<file path="src/rtl/exu_wbck_ctrl.sv">
// Write-back controller for the GPR file's single write port.
// Arbitrates ALU and long-pipe results into one registered write stage and
// keeps a scoreboard of outstanding long-pipe destinations for dispatch.
//
// The ALU/long-pipe arbiter has no FSM. Its only sequential state is the
// saturating ALU starvation counter.
module exu_wbck_ctrl #(
    parameter int XLEN        = 32,
    parameter int RFIDX_WIDTH = 5,
    parameter int RFREG_NUM   = 32,
    parameter int OUTS_DEPTH  = 4,
    parameter int STARVE_MAX  = 3
) (
    input  logic                   clk,
    input  logic                   rst,

    input  logic                   alu_wbck_valid,
    output logic                   alu_wbck_ready,
    input  logic [RFIDX_WIDTH-1:0] alu_wbck_idx,
    input  logic [XLEN-1:0]        alu_wbck_data,

    input  logic                   longp_wbck_valid,
    output logic                   longp_wbck_ready,
    input  logic [RFIDX_WIDTH-1:0] longp_wbck_idx,
    input  logic [XLEN-1:0]        longp_wbck_data,

    input  logic                   longp_issue_valid,
    input  logic [RFIDX_WIDTH-1:0] longp_issue_idx,

    input  logic [RFIDX_WIDTH-1:0] disp_src1_idx,
    input  logic [RFIDX_WIDTH-1:0] disp_src2_idx,
    input  logic [RFIDX_WIDTH-1:0] disp_dest_idx,
    output logic                   disp_dep_stall,
    output logic                   outs_full,

    output logic                   wbck_dest_ena,
    output logic [RFIDX_WIDTH-1:0] wbck_dest_idx,
    output logic [XLEN-1:0]        wbck_dest_data
);

    localparam int CNT_W    = $clog2(OUTS_DEPTH + 1);
    localparam int STARVE_W = $clog2(STARVE_MAX + 1);
    localparam logic [CNT_W-1:0]    OUTS_TOP   = CNT_W'(OUTS_DEPTH);
    localparam logic [STARVE_W-1:0] STARVE_TOP = STARVE_W'(STARVE_MAX);

    logic [RFREG_NUM-1:0]   pend_q, pend_d;
    logic [CNT_W-1:0]       cnt_q, cnt_d;
    logic [STARVE_W-1:0]    starve_q, starve_d;
    logic                   ena_q, ena_d;
    logic [RFIDX_WIDTH-1:0] idx_q, idx_d;
    logic [XLEN-1:0]        data_q, data_d;

    logic                   alu_prio;
    logic                   alu_grant;
    logic                   longp_grant;
    logic                   any_grant;
    logic [RFIDX_WIDTH-1:0] sel_idx;
    logic [XLEN-1:0]        sel_data;

    logic                   retire_ok;
    logic                   issue_hit_pend;
    logic                   issue_ok;

    // Grant: long-pipe by default, ALU once it has lost STARVE_MAX times in a row.
    always_comb begin
        alu_prio    = alu_wbck_valid && (starve_q == STARVE_TOP);
        longp_grant = longp_wbck_valid && !alu_prio;
        alu_grant   = alu_wbck_valid && !longp_grant;
        any_grant   = longp_grant || alu_grant;
        sel_idx     = longp_grant ? longp_wbck_idx  : alu_wbck_idx;
        sel_data    = longp_grant ? longp_wbck_data : alu_wbck_data;
    end

    assign alu_wbck_ready   = alu_grant;
    assign longp_wbck_ready = longp_grant;

    // Starvation counter: count consecutive ALU losses, saturating.
    always_comb begin
        starve_d = '0;
        if (alu_wbck_valid && !alu_grant) begin
            starve_d = (starve_q == STARVE_TOP) ? starve_q : starve_q + 1'b1;
        end
    end

    // Output stage next state: an x0 write handshakes but never enables the port.
    always_comb begin
        ena_d  = any_grant && (sel_idx != '0);
        idx_d  = any_grant ? sel_idx  : idx_q;
        data_d = any_grant ? sel_data : data_q;
    end

    assign outs_full = (cnt_q == OUTS_TOP);

    // A full queue can still accept an issue if a slot frees in the same cycle;
    // re-issuing a pending index is only legal when that index retires now.
    always_comb begin
        retire_ok      = longp_grant && (cnt_q != '0);
        issue_hit_pend = pend_q[longp_issue_idx] && (longp_issue_idx != '0) &&
                         !(longp_grant && (longp_wbck_idx == longp_issue_idx));
        issue_ok       = longp_issue_valid && (!outs_full || retire_ok) && !issue_hit_pend;
    end

    // Scoreboard next state: retire clears first so a same-index issue wins.
    always_comb begin
        pend_d = pend_q;
        if (longp_grant) begin
            pend_d[longp_wbck_idx] = 1'b0;
        end
        if (issue_ok && (longp_issue_idx != '0)) begin
            pend_d[longp_issue_idx] = 1'b1;
        end
        pend_d[0] = 1'b0;

        case ({issue_ok, retire_ok})
            2'b10:   cnt_d = cnt_q + 1'b1;
            2'b01:   cnt_d = cnt_q - 1'b1;
            default: cnt_d = cnt_q;
        endcase
    end

    function automatic logic hazard(input logic [RFIDX_WIDTH-1:0] q,
                                    input logic [RFREG_NUM-1:0]   pend,
                                    input logic                   ena,
                                    input logic [RFIDX_WIDTH-1:0] widx);
        return (q != '0) && (pend[q] || (ena && (widx == q)));
    endfunction

    // Dispatch hazard: pending long-pipe dest, in-flight write, or no free slot.
    always_comb begin
        disp_dep_stall = hazard(disp_src1_idx, pend_q, ena_q, idx_q) ||
                         hazard(disp_src2_idx, pend_q, ena_q, idx_q) ||
                         hazard(disp_dest_idx, pend_q, ena_q, idx_q) ||
                         outs_full;
    end

    // State registers.
    always_ff @(posedge clk or posedge rst) begin
        if (rst) begin
            pend_q   <= '0;
            cnt_q    <= '0;
            starve_q <= '0;
            ena_q    <= 1'b0;
            idx_q    <= '0;
            data_q   <= '0;
        end else begin
            pend_q   <= pend_d;
            cnt_q    <= cnt_d;
            starve_q <= starve_d;
            ena_q    <= ena_d;
            idx_q    <= idx_d;
            data_q   <= data_d;
        end
    end

    assign wbck_dest_ena  = ena_q;
    assign wbck_dest_idx  = idx_q;
    assign wbck_dest_data = data_q;

`ifndef SYNTHESIS
    // Upstream protocol checks: illegal issue, retire with nothing outstanding.
    a_issue_legal: assert property (@(posedge clk) disable iff (rst)
        !(longp_issue_valid && !issue_ok));
    a_retire_legal: assert property (@(posedge clk) disable iff (rst)
        !(longp_grant && (cnt_q == '0)));
`endif

endmodule

</file>
<file path="config.mk">
export PLATFORM = sky130hd
export DESIGN_NAME = exu_wbck_ctrl
export DESIGN_NICKNAME = d
export VERILOG_FILES = /design/src/rtl/exu_wbck_ctrl.sv
export SDC_FILE = /design/constraint.sdc
export NUM_CORES = 1
export LEC_CHECK = 0
export ABC_AREA = 0
export CORE_AREA = 3 3 104 106
export DETAILED_ROUTE_END_ITERATION = 10
export DIE_AREA = 0 0 107 109
export PLACE_DENSITY_LB_ADDON = 0.08
export SLEW_MARGIN = 10
export SYNTH_ARGS = -nofsm -noshare
export SYNTH_HDL_FRONTEND = slang
export SYNTH_SLANG_ARGS = --single-unit
</file>
<file path="constraint.sdc">
create_clock -name clk -period 4.15 [get_ports clk]
set_input_delay 1.245 -clock clk [delete_from_list [all_inputs] [get_ports clk]]
set_output_delay 1.245 -clock clk [all_outputs]
set_load 0.05 [all_outputs]
</file>
======== After elaboration in Yosys (flattened, before gate mapping) ========
Cells that the tools add are included.
operators by class
  $lt $le $gt $ge ......................... 7
  muxes and demuxes ....................... 19
  reduce and logical (&&, ||, !) cells .... 41
  bitwise gates (word level) .............. 3
  equality and inequality tests ........... 9
  add/sub/neg operators ................... 3
operator list
  cell                                                                                 number
  32-bit 2-to-1 mux                                                                    3
  32-bit AND                                                                           1
  32-bit NOT                                                                           1
  32-bit bitwise OR                                                                    1
  5-bit by 6-bit less-than comparator with 1-bit output, second input constant         5
  5-bit nonzero test                                                                   5
  1-bit binary-select mux with 5-bit select                                            4
  5-bit equality test                                                                  4
  1-bit logical AND                                                                    20
  1-bit demux with 5-bit select                                                        2
  5-bit by 1-bit greater-or-equal comparator with 1-bit output, second input constant  2
  1-bit logical OR                                                                     8
  1-bit zero test                                                                      6
  1-bit 2-to-1 mux                                                                     6
  3-bit one-hot mux with 2 select lines                                                1
  5-bit 2-to-1 mux                                                                     1
  2-bit equality test, second input constant                                           2
  2-bit 2-to-1 mux                                                                     2
  3-bit by 1-bit adder with 3-bit output, second input constant                        1
  3-bit equality test, second input constant                                           1
  3-bit nonzero test                                                                   1
  3-bit by 1-bit subtractor with 3-bit output, second input constant                   1
  2-bit by 1-bit adder with 2-bit output, second input constant                        1
  2-bit by 1-bit equality test with 1-bit output, second input constant                1
  2 further kinds                                                                      2
storage, ports and cells
  bits in registers ....................... 74
  word-level logic and storage cells ...... 88

======== Logic depth before layout (Yosys ltp) ========
  depth in word-level cells ............... 11
  depth in mapped cells ................... 13

======== Worst setup path after synthesis ========
Ideal clock, no wire load.
  path kind ............................... in2out
  from .................................... in disp_dest_idx[2]
  to ...................................... out disp_dep_stall
  path slack .............................. -0.226 ns
  arrival ................................. 3.131 ns
  buffers on the path ..................... 1
  stages .................................. 6
  cell sequence ........................... clkbuf_1 -> mux4_1 -> mux2_2 -> a2111oi_2 -> a211o_1 -> nand4_1
between the ends
  longest elaborated chain between the ends .. 6
  elaborated cells between the ends (all ways) .. 9
ends and longest elaborated chain
  item                                                                                     RTL line  RTL
  start: declaration                                                                       32        input logic [RFIDX_WIDTH-1:0] disp_dest_idx,
  1-bit binary-select mux with 5-bit select / 5-bit equality test (equally long branches)  125       return (q != '0) && (pend[q] || (ena && (widx == q)));
  1-bit 2-to-1 mux (not written as such) / 1-bit logical AND (equally long branches)       125
  1-bit logical OR                                                                         125
  1-bit logical AND *                                                                      125
  1-bit logical OR *                                                                       131       hazard(disp_src2_idx, pend_q, ena_q, idx_q) ||
  1-bit logical OR *                                                                       132       hazard(disp_dest_idx, pend_q, ena_q, idx_q) ||
  end: declaration                                                                         33        output logic disp_dep_stall,
Every way passes the cells marked *; elsewhere a longest branch is shown, timed or not. The select of a mux whose other input is x is not followed.

======== Worst setup path in the final report ========
  from .................................... in disp_src2_idx[4]
  to ...................................... out disp_dep_stall
between the ends
  longest elaborated chain between the ends .. 7
  elaborated cells between the ends (all ways) .. 10
ends and longest elaborated chain
  item                                                                                     RTL line  RTL
  start: declaration                                                                       31        input logic [RFIDX_WIDTH-1:0] disp_src2_idx,
  1-bit binary-select mux with 5-bit select / 5-bit equality test (equally long branches)  125
  1-bit 2-to-1 mux (not written as such) / 1-bit logical AND (equally long branches)       125
  1-bit logical OR                                                                         125
  1-bit logical AND *                                                                      125
  1-bit logical OR *                                                                       130       disp_dep_stall = hazard(disp_src1_idx, pend_q, ena_q, idx_q) ||
  1-bit logical OR *                                                                       131
  1-bit logical OR *                                                                       132
Marked as above.

==> impl_metrics.yaml <==
synthesis:
  synth.area.top_cells: "dfrtp_1, mux4_2, mux2i_1, o21ai_0, nand2_1"
  avgSynthCellArea_um2: 10.0
  syn-cell-area_mm2: 0.00489
  synth_nets: 590
  yosysMostFrequentCell: "o21ai_0"
  synth.top_cell.area_share_pct: 37.9
  yosys.cell_types.count: 53
  synth_edf_count: 0
  async_reset_ff_share_pct: 100
  synth_area_leader_cell: "dfrtp_1"
  yosysWarnings: 0
  seq_area_frac_synth_pct: 37.9
  ys_ff_latch: 74
  yosys_most_used_dff: "dfrtp_1"
  syn_inst: 488
  synth_common_cells: "o21ai_0, dfrtp_1, nand2_1, mux2i_1, nand3_1"
global_routing:
  grt_pass1_vias: 4826
  top_usage_layer: "met2"
  grt.met1_usage_pct: 36.3
  grt.met3_usage_pct: 6.04
  grt_use_total_pct: 27.7
  grt_start_max_net_pins: 74
  grt_antenna_before_repair: 0
  grt_pass1_wl_mm: 24.9
  grt_use_met2_pct: 44.5
  grt_overflow: 0
pwr:
  p_sw_mw: 1.05
  p_leak_nw: 2.92
  pwr-share-clk_pct: 23.3
  swShare_pct: 36.8
  power_frac_comb_pct: 37.5
  power_frac_seq_pct: 39.3
  power_density_mw_per_mm2: 409
  peakVddDrop_v: 0.000306
  power.internal_mw: 1.80
  power_mw: 2.85
worst_setup_path:
  start_kind: "input port"
  worst_ep_arrival_time_ps: 2900
  cp-end-kind: "primary output"
  required_ps: 2900
  crit_fanout: 2
  r2r_setup_slack_ps: 1510
  worstSetupPathType: "input port to primary output"
clock_tree:
  cts_hold_buf: 0
  insertion_delay_ps: 350
  clk_pin_slew_worst_paths_ps: 70
  htreeDepth: 3
  cts_tree: "yes"
  root_buffer: "clkbuf_8"
  cts_buffers: 9
  cts_sinks: 74
  clockBufferDepth: 2
drt:
  drc_errors: 0
  drtIter0Drc: 438
  drt-pass1-iter-count: 5
  via_per_inst: 6.00
  drt_wl_total_mm: 15.8
  wl_per_cell_um: 20.0
  vias: 4736
  ant_nets: 0
timing:
  rsz0062_at_grt: "true"
  final-setup-viol-count: 0
  slew_headroom_pct: 56.8
  hold_ws_ps: 441
  fmax_ghz: 0.242
  finalHoldViolations: 0
  max_slew.worst_pin.slew_ps: 648
  skew_ps: 13.5
  maxSlewViolCount: 0
  fin_setup_tns_ps: 0
  min_period_over_period_pct: 99.8
  worst_slack_ps: 9.79
  finalCriticalPeriod_ps: 4140
floorplanning:
  rows: 36
  die_w_um: 107
  initial_core_util_pct: 49.6
  coreArea_mm2: 0.00986
  io_pins: 141
  die-area_mm2: 0.0117
  die_h_um: 109
outcome:
  status: "completed"
finish:
  drive_gt1_share_pct: 20.3
  final_nets: 755
  n_antenna_cell: 0
  fillCellCount: 765
  multi_input_area_mm2: 0.00285
  syn2layout_area_growth_pct: 42.4
  seqCellArea_mm2: 0.00185
placement:
  place_congestion: 0.943
  detailed_place_hpwl_mm: 11.5
  port_buffers: 140
  post-place-ws_ps: -547
job:
  cap_viol_max_count: 0
min_path:
  hold_class: "register to register"
==> worst max-delay path, cell delays in order <==
cell and delay [ps]:
clkdlybuf4s15_1 200, or4_4 510, nor2_4 130, nor2_1 50
a311oi_1 260, o41a_1 180, nand4_1 130, buf_6 180
==> cell usage in the layout (no fill, tap or decap), types with 5 or more instances in the layout <==
master / count
a21oi_1: 9
buf_12: 5
buf_4: 48
clkbuf_2: 6
clkbuf_8: 9
clkdlybuf4s50_1: 121
dfrtp_1: 74
inv_1: 8
mux2_2: 5
mux2i_1: 44
mux4_2: 25
nand2_1: 47
nand3_1: 27
nand3b_1: 7
nor2_1: 16
nor2b_1: 5
o21ai_0: 75
o21ai_1: 11
o21ai_2: 10
xnor2_1: 10
xor2_1: 13
==> state kept, by name (all words and copies together), names as in the netlist <==
name / flops
cnt_q: 3
wbck_dest_ena: 1
starve_q: 2
pend_q: 31
wbck_dest_idx: 5
wbck_dest_data: 32
==> layout make-up <==
cell class	instances	area share, %
multi-input combinational	366	40.9
sequential	74	26.6
timing repair buffer	192	26.3
tap	133	2.39
clock buffer	9	1.78
clock inverter	5	1.51
inverter	10	0.539
==> cell families (layout without fill, tap and decap cells) <==
family | Yosys count | count (layout) | synth area share (%)
buffers and inverters | 48 | 216 | 4.53
adder cells (fa/ha/maj) | 3 | 3 | 0.921
AND/OR/NAND/NOR | 134 | 134 | 13.4
multiplexers | 77 | 77 | 23.2
flip-flops | 74 | 74 | 37.9
XOR/XNOR | 23 | 23 | 4.12
AO/OA/AOI/OAI | 129 | 129 | 16.0
==> per-layer routing <==
layer  vias to the layer above  share of wire [%]
li1                       2123                  -
met1                      2287                 39
met2                       262                 49
met3                        64                8.6
met4                         0                4.0
met5                         -                  0
==> final timing paths <==
check                                 start            endpoint  cells past startpoint
setup / recovery           disp_src2_idx[4]      disp_dep_stall                      8
hold / removal                  starve_q[0]         starve_q[0]                      1
setup reg to reg                starve_q[0]            cnt_q[2]                     12
hold reg to reg                 starve_q[0]         starve_q[0]                      1
max in group asynchronous               rst          pend_q[22]                      3
min in group asynchronous               rst  wbck_dest_data[22]                      3
==> power by group through the flow <==
| stage | logic (mW) | registers (mW) | clock network, mW |
|---|---|---|---|
| 5_1_grt | 1.15 | 1.13 | 0.704 |
| 3_3_place_gp | 1.03 | 1.11 | 0 |
| 4_1_cts | 1.07 | 1.10 | 0.675 |
| 6_report | 1.07 | 1.12 | 0.664 |
| 3_5_place_dp | 1.05 | 1.12 | 0 |
| 2_1_floorplan | 0.615 | 1.12 | 0 |
==> repair_timing <==
item	CTS	global route
setup endpoints to repair	1	1
pin swaps	10	14
setup buffers	4	2
resized for setup	27	28
gates cloned	0	0
hold endpoints to repair	0	0
==> through the flow <==
step	instance area [um^2]	std cells	util, %
3_3_place_gp	6680	770	67.7
4_1_cts	6950	788	70.5
3_5_place_dp	6680	770	67.7
6_report	6970	789	70.6
2_1_floorplan	4920	488	-
5_1_grt	6970	789	70.6
Power figures use the tool's default switching activity.
==> RTL change (same flow settings) <==
Make the reset (`rst`) synchronous in one clocked block.
--- a/src/rtl/exu_wbck_ctrl.sv
+++ b/src/rtl/exu_wbck_ctrl.sv
@@ -134,7 +134,7 @@
     end
 
     // State registers.
-    always_ff @(posedge clk or posedge rst) begin
+    always_ff @(posedge clk) begin
         if (rst) begin
             pend_q   <= '0;
             cnt_q    <= '0;
Function: differs if rst is asserted again (counterexample within 4 cycles, from zero or initial values and one cycle with rst high); with rst held inactive, the same outputs for 4 cycles.
==> RTL change against the unedited design <==
The flow now finishes with violations (setup timing). Total power is 30% lower. Fmax fell by 7.2%. First-iteration DRC count decreased by 24%. Wire length fell by 7.3%. Design area shrank 5.9%. Combinational power fell by 43%. Sequential cell count is the same. Synthesized cell count fell by 0.41%. Hold slack better by 0.0034 ns. Worst setup slack lost 0.32 ns. Register-to-register slack lost 0.19 ns. Area after synthesis is 7.0% lower. Critical endpoint unchanged. Largest cell class unchanged. Highest routed layer unchanged.
==> RTL change: results (changes against the unedited design) <==
pin count of the biggest net entering global routing 76 (+2.7%); Final setup viols 1 (+1); nets 737 (-2.4%); most frequent cells after synthesis 74 x dfxtp_1, 54 x nor2_1, 44 x mux2i_1, 36 x a211oi_1; FF-to-FF End cnt_q[2]; RR Startpoint pend_q[3]; mux cell area share after synthesis 26.00% (+2.8 points); CP startpoint disp_src1_idx[0]; DP Area 6289 µm² (-5.8%); placed insts 757 (-1.7%); Finished Layout Cells 773 (-2.0%); Synth async-reset ratio 0% (-100 points); Placer Congestion 0.9083 (-3.6%); routed wire length 14.64 mm (-7.3%); M1 GR Usage 34.66% (-1.6 points); worst-case reg-to-reg path depth 11 (-1); vias in the first global route 4431 (-8.2%); DP HPWL 10.97 mm (-4.7%); register area share after synthesis 32.55% (-5.3 points); Cells after Synth 486 (-0.41%); internal power 1341 µW (-26%); pre-CTS setup slack -0.8969 ns (-0.3496 ns); Worst Path Max Fanout 6 (+4); CP arrival 3.22 ns (+0.32 ns); Psw 661.5 µW (-37%); Layout fillers 802 (+4.8%); wl on met1 6.181 mm (+1.6%); number of DRC markers after the initial detailed-route iteration 332 (-24%); violated checks setup timing; max incr delay on CP 0.49 ns (-0.02 ns); min-delay src starve_q[0]; global routing usage on met2 39.30% (-5.2 points); met3 WL 1.275 mm (-5.6%); ys flop type dfxtp_1; total track usage 25.15% (-2.5 points); Worst Skew 0.01205 ns (-0.001475 ns); Hold EP starve_q[0]; outcome complete, but fails checks; M3 GR Usage 5.625% (-0.41 points); global-route wire length before repair 23.20 mm (-6.9%); top area cells in the synthesized netlist dfxtp_1 33%, mux4_2 12%, mux2i_1 9.7%; Final WS setup -0.3118 ns (-0.3215 ns)
[RTL change: how the worst max path moves through the flow]
stage | slack, ns | cells after the start | end
CTS | -0.44 | 8 | disp_dep_stall
floorplan | -0.21 | 5 | disp_dep_stall
detailed placement | -0.90 | 7 | disp_dep_stall
finish | -0.31 | 6 | disp_dep_stall
global route | -0.34 | 6 | disp_dep_stall
global placement | -0.87 | 7 | disp_dep_stall
[RTL change: layout make-up]
cell class | count | area, µm² | area share (%)
Multi-Input combinational cell | 362 | 2907 | 44.35
Timing Repair Buffer | 179 | 1755 | 26.78
Sequential cell | 74 | 1481 | 22.60
Tap cell | 133 | 166.4 | 2.539
Clock buffer | 10 | 137.6 | 2.100
Clock inverter | 6 | 72.57 | 1.107
Inverter | 9 | 33.78 | 0.5155
[RTL change: metrics by stage]
step,util (%),hold slack [ns]
after global routing,66.44,0.4565
after detailed placement,63.75,0.4331
final,66.44,0.4448
after floorplan,-,0.4043
after CTS,66.43,0.4443
after global placement,63.75,0.4132
